$ cat config.mk
export PLATFORM = sky130hd
export DESIGN_NAME = ecc_scrub_engine
export DESIGN_NICKNAME = d
export VERILOG_FILES = /design/src/rtl/ecc_scrub_engine.sv
export SDC_FILE = /design/constraint.sdc
export NUM_CORES = 1
export LEC_CHECK = 0
export ABC_AREA = 1
export BUFFER_PORTS_ARGS = -buffer_cell sky130_fd_sc_hd__buf_2
export CELL_PAD_IN_SITES_DETAIL_PLACEMENT = 1
export CELL_PAD_IN_SITES_GLOBAL_PLACEMENT = 1
export CORE_MARGIN = 2
export CORE_UTILIZATION = 41
export DETAILED_ROUTE_END_ITERATION = 8
export GPL_TIMING_DRIVEN = 0
export PLACE_DENSITY = 0.93
export SKIP_LAST_GASP = 1
export SYNTH_ARGS = -nofsm -noshare
export SYNTH_HDL_FRONTEND = slang
export SYNTH_SLANG_ARGS = --single-unit
$ cat constraint.sdc
create_clock -name clka -period 3.6 [get_ports clka]
set_clock_uncertainty 0.2 [all_clocks]
set_input_delay 0.18 -clock clka [delete_from_list [all_inputs] [get_ports clka]]
set_output_delay 0.18 -clock clka [all_outputs]
set_load 0.01 [all_outputs]
$ cat src/rtl/ecc_scrub_engine.sv
// Background scrubber for port A of the banked ECC memory: reads every location,
// writes the corrected word back, and reports/counts double-bit error locations.
module ecc_scrub_engine #(
    parameter int DATA_A     = 12,
    parameter int MEM_DEPTH  = 64,
    parameter int ADDR_A     = $clog2(4 * MEM_DEPTH),
    parameter int RD_LATENCY = 1,
    parameter int WR_LATENCY = 1,
    parameter int CNT_W      = 8
) (
    input  logic              clka,
    input  logic              i_rst_n,
    input  logic              i_start,
    input  logic              i_pause,
    output logic              o_busy,
    output logic              o_done,
    output logic              o_ena,
    output logic              o_wea,
    output logic [ADDR_A-1:0] o_addra,
    output logic [DATA_A-1:0] o_data_a,
    input  logic [DATA_A-1:0] i_dout_a,
    input  logic              i_dbit_err_a,
    output logic              o_err_valid,
    output logic [ADDR_A-1:0] o_err_addr,
    output logic [CNT_W-1:0]  o_err_cnt
);
    localparam int WAIT_MAX = (RD_LATENCY > WR_LATENCY) ? RD_LATENCY : WR_LATENCY;
    localparam int WAIT_W   = $clog2(WAIT_MAX + 1);
    localparam logic [ADDR_A-1:0] LAST_ADDR = ADDR_A'(4 * MEM_DEPTH - 1);
    localparam logic [CNT_W-1:0]  CNT_MAX   = {CNT_W{1'b1}};

    typedef enum logic [2:0] {
        IDLE     = 3'd0,
        RD_ISSUE = 3'd1,
        RD_WAIT  = 3'd2,
        WR_ISSUE = 3'd3,
        WR_WAIT  = 3'd4,
        NEXT     = 3'd5,
        DONE     = 3'd6
    } state_t;

    state_t              r_state;
    logic [ADDR_A-1:0]   r_addr;
    logic [DATA_A-1:0]   r_wdata;
    logic [WAIT_W-1:0]   r_wait;
    logic                r_busy;
    logic                r_done;
    logic                r_ena;
    logic                r_wea;
    logic                r_err_valid;
    logic [ADDR_A-1:0]   r_err_addr;
    logic [CNT_W-1:0]    r_err_cnt;

    function automatic logic [CNT_W-1:0] sat_inc(input logic [CNT_W-1:0] v);
        if (v == CNT_MAX) begin
            return v;
        end else begin
            return v + CNT_W'(1);
        end
    endfunction

    // Scrub sequencer: state, address walk and every registered output.
    always_ff @(posedge clka or negedge i_rst_n) begin
        if (!i_rst_n) begin
            r_state     <= IDLE;
            r_addr      <= '0;
            r_wdata     <= '0;
            r_wait      <= '0;
            r_busy      <= 1'b0;
            r_done      <= 1'b0;
            r_ena       <= 1'b0;
            r_wea       <= 1'b0;
            r_err_valid <= 1'b0;
            r_err_addr  <= '0;
            r_err_cnt   <= '0;
        end else begin
            r_done      <= 1'b0;
            r_err_valid <= 1'b0;
            case (r_state)
                IDLE: begin
                    if (i_start) begin
                        r_state   <= RD_ISSUE;
                        r_addr    <= '0;
                        r_err_cnt <= '0;
                        r_busy    <= 1'b1;
                        r_ena     <= 1'b1;
                        r_wea     <= 1'b0;
                    end
                end
                RD_ISSUE: begin
                    r_ena   <= 1'b0;
                    r_wait  <= WAIT_W'(RD_LATENCY);
                    r_state <= RD_WAIT;
                end
                RD_WAIT: begin
                    // One cycle beyond the read latency lets the bank mux and decoder settle.
                    if (r_wait == '0) begin
                        if (i_dbit_err_a) begin
                            r_err_valid <= 1'b1;
                            r_err_addr  <= r_addr;
                            r_err_cnt   <= sat_inc(r_err_cnt);
                            r_state     <= NEXT;
                        end else begin
                            r_wdata <= i_dout_a;
                            r_ena   <= 1'b1;
                            r_wea   <= 1'b1;
                            r_state <= WR_ISSUE;
                        end
                    end else begin
                        r_wait <= r_wait - WAIT_W'(1);
                    end
                end
                WR_ISSUE: begin
                    r_ena   <= 1'b0;
                    r_wea   <= 1'b0;
                    r_wait  <= WAIT_W'(WR_LATENCY - 1);
                    r_state <= WR_WAIT;
                end
                WR_WAIT: begin
                    if (r_wait == '0) begin
                        r_state <= NEXT;
                    end else begin
                        r_wait <= r_wait - WAIT_W'(1);
                    end
                end
                NEXT: begin
                    // Pausing only here keeps each read/write-back pair atomic.
                    if (!i_pause) begin
                        if (r_addr == LAST_ADDR) begin
                            r_state <= DONE;
                            r_busy  <= 1'b0;
                            r_done  <= 1'b1;
                        end else begin
                            r_addr  <= r_addr + ADDR_A'(1);
                            r_ena   <= 1'b1;
                            r_state <= RD_ISSUE;
                        end
                    end
                end
                DONE: begin
                    r_state <= IDLE;
                end
                default: begin
                    r_state <= IDLE;
                    r_busy  <= 1'b0;
                    r_ena   <= 1'b0;
                    r_wea   <= 1'b0;
                end
            endcase
        end
    end

    assign o_busy      = r_busy;
    assign o_done      = r_done;
    assign o_ena       = r_ena;
    assign o_wea       = r_wea;
    assign o_addra     = r_addr;
    assign o_data_a    = r_wdata;
    assign o_err_valid = r_err_valid;
    assign o_err_addr  = r_err_addr;
    assign o_err_cnt   = r_err_cnt;
endmodule

## Yosys cells after proc, flatten, opt, wreduce, memory -nomap -nowiden

Index checks and enable logic that the tools add are counted.

- $add $sub $neg: 3
- Eq/ne operators: 17
- Bitwise gates (word level): 5
- Multiplexer cells: 34
- Reduce and logical (&&, ||, !) cells: 16

Operators with widths:

| operator | number |
|---|---|
| $mux 8 | 6 |
| $pmux 8 s2 | 2 |
| $mux 3 | 6 |
| $ne 2x2->1 const B | 9 |
| $pmux 3 s6 | 1 |
| $add 8x1->8 const B | 2 |
| $eq 8x8->1 const B | 2 |
| $reduce_and 4->1 | 4 |
| $mux 1 | 15 |
| $eq 3x3->1 const B | 3 |
| $pmux 1 s3 | 3 |
| $eq 3x2->1 const B | 2 |
| $reduce_and 3->1 | 2 |
| $reduce_and 6->1 | 1 |
| $not 1->1 | 5 |
| $reduce_and 5->1 | 1 |
| $reduce_or 5->1 | 1 |
| $pmux 1 s4 | 1 |
| $reduce_bool 2->1 | 2 |
| $reduce_or 2->1 | 2 |
| $reduce_or 4->1 | 1 |
| $eq 3x1->1 const B | 1 |
| $logic_not 3->1 | 1 |
| $reduce_bool 3->1 | 1 |
| $sub 1x1->1 const B | 1 |

- Register bits after elaboration: 45

## Longest topological paths before layout

Gate-level depths: netlist of run 1.

- Depth in word-level cells: 5
- Mapped depth: 10
- Gate-level depth less buffers: 10

## Least setup slack after synthesis of run 1

OpenSTA, ideal clock, no wires.

- Path type: reg2reg
- Start: register r_addr[0], in the netlist o_addra[0]
- End: register r_addr[5], in the netlist o_addra[5]
- Clock period less this slack: 1.675 ns
- Arrival time: 1.348 ns
- Setup slack: 1.925 ns
- Library setup time: 0.127 ns
- Cell stages (with the launch flop): 11
- Cells stage by stage: dfrtp_1 > ha_1 > nand3_1 > inv_1 > nand2_1 > nand2_4 > nand2_4 > nand2_4 > buf_12 > nand2_1 > o21ai_0

- Word-level cells in the longest chain between the ends: 4
- Elaborated cells between the ends (all ways): 7
- Those cells by class: add/sub (1); eq/ne (2); mux (3); reduce/logical (1)

RTL lines:

| element | line | source |
|---|---|---|
| from (decl) | 43 | `logic [ADDR_A-1:0] r_addr;` |
| from (signal assigned) | 134 | `r_addr <= r_addr + ADDR_A'(1);` |
| $add 8x1->8 | 134 |  |
| $mux 8 | 129 | `if (r_addr == LAST_ADDR) begin` |
| $mux 8 | 128 | `if (!i_pause) begin` |
| $pmux 8 s2 | 79 | `case (r_state)` |

Parallel ways exist; a longest one is shown, timed or not. The select of a mux whose other input is x is not followed.
A chain may end at the register's enable or synchronous reset.

## Worst setup path after layout of run 1

- Start: register r_addr[1], in the netlist o_addra[1]
- End: register r_addr[7], in the netlist o_addra[7]

The elaborated chain is that of the path after synthesis.

==> flow_metrics.tcl, run 1 <==
set metrics [dict create \
    rsz0062_at_grt "no" \
    final.fill_count 703 \
    cp_max_fo 10 \
    numCtsBuffers 5 \
    fin_area_um2 2950 \
    p_leak_nw 1.67 \
    synth_cells 308 \
    synthMuxAreaShare_pct 0 \
    ir_drop_mv 0.345 \
    overflow 0 \
    path_buf_inv 2 \
    num_vias 2327 \
    initial_core_util_pct 42.6 \
    p_switching_w 0.000800 \
    clock_power_share_pct 17.3 \
    crit_path_end_kind "flop" \
    antenna_found_initial 0 \
    cts.sinks 45 \
    synth_adder_area_share_pct 1.07 \
    core_um2 5510 \
    synthSimpleGateAreaFrac_pct 32.3 \
    cts_hold_buf 14 \
    fp.dieH_um 79.6 \
    fmax_ghz 0.508 \
    cts_tree "built" \
    syn-cell-area_um2 2340 \
    drive_gt1_share_pct 22.7 \
    hpwl_um 4780 \
    fin_setup_tns_ns 0 \
    arrival_ns 1.95 \
    clockRootBuffer "clkbuf_8" \
    gp_congestion 0.872 \
    required_ns 3.58 \
    num_rows 27 \
    crit_type "flop to flop" \
    final_nets 405 \
    ys_types 26 \
    finalWirelength_um 6940 \
    p_per_area_nw_per_um2 626 \
    portBuffers 57 \
    dieWidth_um 79.6 \
    ys_warn_count 0 \
    avgViaCountPerCell 5.07 \
    status "finished, final reports clean" \
    die-area_um2 6340 \
    p_int_w 0.00105 \
    maxCapViolCount 0 \
    combPwrFrac_pct 43.4 \
    cts_buffer_depth 2 \
    finalSetupViolations 0 \
    holdCritPathClass "primary input to flop" \
    avgRoutedWirePerCell_um 15.1 \
    drt_iter0_markers 130 \
    synth_seq_cells 45 \
    path_cells "ha_1, nand3_1, inv_1, nand2_1, nand2_4, nand2_4, nand2_4, buf_12, nand2_1, o21ai_0" \
    num_antenna_cells 0 \
    final_hold_viol_count 0 \
    grt_pass1_vias 2380 \
    path_common_cell "nand2_4" \
    period_needed_ns 1.97 \
    seq_area_frac_synth_pct 48.0 \
    clk_latency_ns 0.31 \
    worstMarginPinSlew_ns 1.00 \
    finalMaxSlewViolations 0 \
    dpl-instance-area_um2 2720 \
    htreeDepth 2 \
    synth_compound_area_share_pct 8.16 \
    fin_util_pct 53.5 \
    whs_ns 0.0922 \
    ctsResizeCount 0 \
    switching_share_pct 43.3 \
    drc 0 \
    clk_pin_slew_ns 0.09 \
    max_stage_delay_ns 0.47 \
    syn_avg_cell_area_um2 7.61 \
    antenna_left 0 \
    p_seq_share_pct 39.3 \
    drtPass1Iterations 4 \
    track_usage_pct 22.9 \
    startpoint_type "flop" \
    timing.slew.headroom_pct 33.1 \
    grt_start_max_net_pins 46 \
    synthXorXnorAreaFrac_pct 0.747 \
    io_pins 58 \
    synth_nets 327 \
    grt_pass1_wl_um 11400 \
    areaGrowthSynthToFinish_pct 25.7 \
    timing.final.crit_share_pct 54.7 \
    p_total_w 0.00185 \
    synth_top_family_by_area "simple AND/OR/NAND/NOR gates" \
    cp_slowest_cell "dfrtp_1" \
    crit_family "simple AND/OR/NAND/NOR gates" \
    post_cts_buffers 0 \
]
[power by group through the flow]
| stage | clock [W] | combinational (W) | sequential [W] |
|---|---|---|---|
| 6_report | 0.000319 | 0.000802 | 0.000726 |
| 5_1_grt | 0.000345 | 0.000889 | 0.000740 |
| 4_1_cts | 0.000326 | 0.000801 | 0.000724 |
| 3_5_place_dp | 0 | 0.000775 | 0.000729 |
| 3_3_place_gp | 0 | 0.000734 | 0.000724 |
| 2_1_floorplan | 0 | 0.000466 | 0.000765 |
[logic make-up after synthesis]
kind of cell               Yosys count
buffers and inverters               53
adders and majority gates            2
AOI/OAI and AO/OA                   34
DFF                                 45
and+or+nand+nor                    172
xor gates and xnor gates             2
[cell type report]
| type | count | area (um2) | share of cell area (%) |
|---|---|---|---|
| inverter | 47 | 176 | 5.98 |
| multi-input combinational | 210 | 991 | 33.6 |
| buffer | 6 | 51.3 | 1.74 |
| clock inverter | 2 | 15.0 | 0.509 |
| sequential | 45 | 1130 | 38.2 |
| tap | 72 | 90.1 | 3.06 |
| timing repair buffer | 71 | 425 | 14.4 |
| clock buffer | 6 | 72.6 | 2.46 |
[final timing paths]
path / from / endpoint / depth (start not counted) / slack [ns]
worst max register to register: o_addra[1] / o_addra[7] / 10 / 1.63
worst max-delay path: o_addra[1] / o_addra[7] / 10 / 1.63
max in group asynchronous: i_rst_n / o_data_a[8] / 2 / 2.20
worst min register to register: o_wea / o_wea / 2 / 0.28
min in group asynchronous: i_rst_n / o_addra[3] / 2 / 0.38
worst min-delay path: i_dbit_err_a / r_state[2] / 5 / 0.09
[cell usage in the layout (no fill, tap or decap), types with 3 or more instances in the layout]
master         netlist  layout
nor2_1              22      22
inv_1               45      45
buf_2                3      60
clkbuf_8             0       5
nand2_1            110     110
dlygate4sd3_1        0      14
o21ai_0             27      27
dfrtp_1             45      45
o21ai_2              5       5
nand4_1              5       5
nand2_4              3       3
nand3_1             19      19
nand3b_1             4       4
[metal layers]
layer	global-route usage [%]	share of wire, %
met4	3.97	1.2
met1	28.5	42
met2	42.1	53
met3	3.62	4.0
met5	0	0
[stage by stage]
step | setup slack, ns | instances
floorplan | 1.92 | 308
global placement | 1.73 | 437
detailed placement | 1.68 | 437
finish | 1.63 | 459
global route | 1.48 | 459
CTS | 1.63 | 459
[tightest hold or removal path: stages]
cell and delay (ns):
buf_2 0.11, o21ai_0 0.09, nand3_1 0.09, nand2_1 0.05
nand2_1 0.05
[flip-flops by register name, summed over array words and instances (netlist names)]
register     cells
o_addra          8
o_busy           1
o_data_a        12
o_done           1
o_ena            1
o_err_addr       8
o_err_cnt        8
o_err_valid      1
o_wea            1
r_state          3
r_wait           1
[cells in the mapped netlist]
master	n	area share (%)
buf_6	1	0.48
clkbuf_2	1	0.21
or2_2	1	0.27
nor2_1	22	3.5
nor3b_1	1	0.32
xor2_1	1	0.37
o21ai_0	27	5.8
nand3_1	19	4.1
nand3b_1	4	1.3
buf_2	3	0.64
xnor2_1	1	0.37
nand2_2	2	0.53
o21a_1	1	0.32
o21ai_1	1	0.21
nand4_1	5	1.3
o21ai_2	5	1.9
inv_1	45	7.2
nand3_2	1	0.43
ha_1	2	1.1
nor2_2	2	0.53
nor2_4	2	0.96
nand2_1	110	18
dfrtp_1	45	48
nand2_4	3	1.4
inv_2	2	0.32
buf_12	1	0.85
Note: power is estimated with default switching activity, not from simulation.
==> run 2: changes to the inputs <==
Settings changed: CORE_UTILIZATION 41 to 38, PLACE_DENSITY 0.93 to 0.87.
Clock period 3.6 ns to 2 ns, I/O delays scaled along.
==> flow_metrics.tcl, run 2 (synthesis results as in run 1) <==
set metrics [dict create \
    status "finished, final reports clean" \
    path_cells "ha_1, nand3_1, inv_1, nand2_1, nand2_4, nand2_4, nand2_4, buf_12, nand2_1, o21ai_0" \
    num_antenna_cells 0 \
    required_ns 1.98 \
    cp_max_fo 10 \
    die-area_um2 6810 \
    p_leak_nw 1.68 \
    numCtsBuffers 5 \
    num_rows 28 \
    final_cell_mix "109 x nand2_1, 61 x buf_2, 45 x inv_1, 45 x dfrtp_1, 27 x o21ai_0" \
    fin_setup_tns_ns 0 \
    core_um2 5960 \
    fp.dieH_um 82.6 \
    drc 0 \
    holdCritPathClass "primary input to flop" \
    timing.final.crit_share_pct 92.5 \
    avgViaCountPerCell 4.86 \
    final_nets 408 \
    initial_core_util_pct 39.4 \
    maxCapViolCount 0 \
    drt_iter0_markers 94 \
    ir_drop_mv 0.643 \
    cts.sinks 45 \
    path_common_cell "nand2_4" \
    overflow 0 \
    rsz0062_at_grt "yes" \
    largest_reg_flops 12 \
    areaGrowthSynthToFinish_pct 27.5 \
    finalWirelength_um 6540 \
    crit_family "simple AND/OR/NAND/NOR gates" \
    cts_tree "built" \
    clk_pin_slew_ns 0.09 \
    dpl-instance-area_um2 2720 \
    drtPass1Iterations 4 \
    antenna_found_initial 0 \
    grt_start_max_net_pins 46 \
    arrival_ns 1.83 \
    htreeDepth 2 \
    fmax_ghz 0.541 \
    p_per_area_nw_per_um2 1100 \
    dieWidth_um 82.6 \
    gp_congestion 0.909 \
    num_vias 2258 \
    p_total_w 0.00330 \
    path_buf_inv 2 \
    drive_gt1_share_pct 23.8 \
    final_common_cell "nand2_1" \
    dp_slack_ns 0.0675 \
    fin_ws_ns 0.150 \
    clk_latency_ns 0.30 \
    startpoint_type "flop" \
    crit_path_end_kind "flop" \
    final_hold_viol_count 0 \
    grt_pass1_vias 2325 \
    antenna_left 0 \
    hpwl_um 4720 \
    cts_buffer_depth 2 \
    finalMaxSlewViolations 0 \
    max_stage_delay_ns 0.46 \
    grt_pass1_wl_um 10900 \
    fin_area_um2 2990 \
    io_pins 58 \
    finalSetupViolations 0 \
    period_needed_ns 1.85 \
    portBuffers 57 \
    cp_slowest_cell "dfrtp_1" \
    clockRootBuffer "clkbuf_8" \
    worstMarginPinSlew_ns 1.01 \
    track_usage_pct 21.1 \
    crit_type "flop to flop" \
    avgRoutedWirePerCell_um 14.1 \
    timing.slew.headroom_pct 32.8 \
]
## run 2: power by group
group          switching, W  internal [W]
Combinational      0.000913      0.000512
Clock              0.000327      0.000247
Sequential         0.000174       0.00113
Total               0.00141       0.00189
## run 2: final cells by class
cell class | instances | area, um2
multi-input cells | 210 | 1000
fillers | 783 | 2970
flip-flops and latches | 45 | 1130
clock buffers | 6 | 72.6
clock inverters | 2 | 15.0
inverters | 47 | 176
well taps | 75 | 93.8
repair buffers | 74 | 450
plain buffers | 6 | 51.3
## run 2: timing repair
action | CTS | global route
gates resized for setup | 0 | 4
hold endpoints to repair | 60 | 0
buffers inserted | 0 | 2
hold buffers | 15 | 0
endpoints found under the setup margin | 0 | 30
## run 2: final timing paths
| path | cells after the start | slack, ns | to | startpoint |
|---|---|---|---|---|
| max in group asynchronous | 2 | 0.68 | o_err_cnt[5] | i_rst_n |
| min in group asynchronous | 2 | 0.31 | o_addra[3] | i_rst_n |
| hold / removal | 7 | 0.13 | o_wea | i_start |
| setup / recovery | 10 | 0.15 | o_addra[6] | o_addra[1] |
| hold reg to reg | 2 | 0.28 | o_wea | o_wea |
| setup reg to reg | 10 | 0.15 | o_addra[6] | o_addra[1] |
## run 2: tightest hold or removal path, stage by stage
cell,delay (ns)
buf_2,0.07
nand3b_1,0.15
nand2_1,0.09
inv_1,0.06
nand2_1,0.05
nand2_1,0.05
nand2_1,0.04
## run 2: per-stage QoR
step                hold slack [ns]  std cells  utilization (%)
floorplan                    -0.396        308                -
global placement              0.101        440             45.7
detailed placement           0.0880        440             45.7
CTS                           0.122        463             49.7
global route                  0.185        465             50.2
finish                        0.131        465             50.2
## run 2: metal layers
metal / up-vias / wire, um / GRT usage, %
met2: 42 / 3420 / 37.7
met4: 0 / 65 / 4.92
met1: 1097 / 2820 / 25.8
met3: 5 / 240 / 4.78
li1: 1114 / - / -
met5: - / 0 / 0
==> run 3: changes to the inputs <==
Settings changed: CELL_PAD_IN_SITES_GLOBAL_PLACEMENT 1 to 2, CORE_UTILIZATION 38 to 29, PLACE_DENSITY 0.87 to 0.86.
==> flow_metrics.tcl, run 3 (synthesis results as in run 1) <==
set metrics [dict create \
    arrival_ns 1.83 \
    num_vias 2163 \
    grt_start_max_net_pins 46 \
    max_stage_delay_ns 0.46 \
    fin_area_um2 3010 \
    final_hold_viol_count 0 \
    finalSetupViolations 0 \
    p_per_area_nw_per_um2 1080 \
    avgViaCountPerCell 4.41 \
    post_cts_buffers 0 \
    num_rows 32 \
    path_common_cell "nand2_4" \
    clk_pin_slew_ns 0.09 \
    grt_pass1_wl_um 10500 \
    path_cells "ha_1, nand3_1, inv_1, nand2_1, nand2_4, nand2_4, nand2_4, buf_12, nand2_1, o21ai_0" \
    track_usage_pct 15.1 \
    p_switching_w 0.00137 \
    min-delay-start "i_start" \
    clock_power_share_pct 17.6 \
    combPwrFrac_pct 42.5 \
    overflow 0 \
    hpwl_um 4550 \
    period_needed_ns 1.85 \
    num_antenna_cells 0 \
    fmax_ghz 0.541 \
    rr_startpoint "o_addra[1]" \
    cp_max_fo 10 \
    antenna_found_initial 0 \
    cp_slowest_cell "dfrtp_1" \
    crit_type "flop to flop" \
    areaGrowthSynthToFinish_pct 28.4 \
    core_um2 7770 \
    timing.slew.headroom_pct 31.9 \
    antenna_left 0 \
    fp.dieH_um 93.9 \
    worstMarginPinSlew_ns 1.02 \
    finalWirelength_um 6170 \
    drt_iter0_markers 89 \
    ir_drop_mv 0.479 \
    largest_reg_flops 12 \
    hold_depth 7 \
    p_leak_nw 1.67 \
    r2r-end "o_addra[5]" \
    drive_gt1_share_pct 23.7 \
    status "finished, final reports clean" \
    maxCapViolCount 0 \
    die-area_um2 8820 \
    rrSetupSlack_ns 0.15 \
    initial_core_util_pct 30.2 \
    dpl-instance-area_um2 2760 \
    dieWidth_um 93.9 \
    gp_congestion 0.851 \
    final_common_cell "nand2_1" \
    numCtsBuffers 5 \
    p_seq_share_pct 40.0 \
    holdCritPathClass "primary input to flop" \
    clk_latency_ns 0.30 \
    io_pins 58 \
    htreeDepth 2 \
    required_ns 1.99 \
    ff2ff_path_depth 10 \
    drtPass1Iterations 4 \
    timing.final.crit_share_pct 92.3 \
    avgRoutedWirePerCell_um 12.6 \
    final.fill_count 987 \
    cts_buffer_depth 2 \
    drc 0 \
    whs_ns 0.118 \
    finalMaxSlewViolations 0 \
    cts_tree "built" \
    rsz0062_at_grt "no" \
    portBuffers 57 \
    switching_share_pct 42.1 \
    crit_path_end_kind "flop" \
    p_int_w 0.00189 \
    startpoint_type "flop" \
    holdPathEnd "o_wea" \
    final_cell_mix "109 x nand2_1, 60 x buf_2, 45 x inv_1, 45 x dfrtp_1, 27 x o21ai_0" \
    cts.sinks 45 \
    fin_setup_tns_ns 0 \
    clockRootBuffer "clkbuf_8" \
    grt_pass1_vias 2246 \
    final_nets 406 \
]
-- run 3: cell count changes in the layout (fill, tap and decap cells not counted) --
| cell | previous run | this run |
|---|---|---|
| buf_4 | 2 | 0 |
| buf_2 | 61 | 60 |
| clkbuf_2 | 0 | 1 |
| nor2_1 | 22 | 21 |
| nor2_2 | 2 | 3 |
-- run 3: worst max path at each step --
stage | endpoint | slack, ns | cells after the start | start
detailed placement | o_err_cnt[6] | 0.09 | 7 | o_err_cnt[0]
CTS | o_err_cnt[6] | 0.08 | 7 | o_err_cnt[0]
floorplan | o_addra[5] | 0.32 | 10 | o_addra[0]
global placement | o_err_cnt[4] | 0.08 | 7 | o_err_cnt[0]
global route | o_err_addr[5] | 0.006 | 6 | r_state[2]
finish | o_addra[5] | 0.15 | 10 | o_addra[1]
-- run 3: metrics by stage --
| stage | setup slack [ns] | total power [W] | utilization (%) | std cells |
|---|---|---|---|---|
| floorplan | 0.325 | 0.00221 | - | 308 |
| global placement | 0.0807 | 0.00266 | 35.5 | 467 |
| finish | 0.153 | 0.00326 | 38.8 | 490 |
| CTS | 0.0780 | 0.00331 | 38.6 | 490 |
| global route | 0.00634 | 0.00357 | 38.8 | 490 |
| detailed placement | 0.0907 | 0.00270 | 35.5 | 467 |
-- run 3: what timing repair did --
action | CTS | global route
resized for setup | 0 | 4
endpoints found under the hold margin | 60 | 0
setup endpoints to repair | 0 | 17
hold buffers | 15 | 0
-- run 3: routing by layer --
metal / vias up / GRT usage, % / wire length [um]
li1: 1109 / - / -
met3: 5 / 3.21 / 214
met4: 0 / 4.35 / 74
met1: 1017 / 19.5 / 2860
met2: 32 / 25.3 / 3030
met5: - / 0 / 0
-- run 3: layout make-up --
type	instances	area [um2]	area share [%]
Sequential cell	45	1130	37.4
Timing Repair Buffer	72	435	14.5
Inverter	47	176	5.86
Clock buffer	6	72.6	2.41
Multi-Input combinational cell	210	1010	33.4
Clock inverter	2	15.0	0.499
Buffer	6	51.3	1.70
Tap cell	102	128	4.24
-- run 3: critical path, delay by kind of cell, from the launching register on --
family	cells	cell delay, ns
fa+ha+maj	1	0.24
simple gates	6	0.54
compound gates	1	0.08
buf+inv	2	0.21
flops	1	0.46
-- run 3: power groups by stage --
stage | logic, W | clock network, W | registers [W]
after floorplan | 0.000839 | 0 | 0.00138
after global placement | 0.00135 | 0 | 0.00131
after detailed placement | 0.00138 | 0 | 0.00132
after CTS | 0.00141 | 0.000596 | 0.00130
after global routing | 0.00160 | 0.000623 | 0.00134
final | 0.00139 | 0.000573 | 0.00130
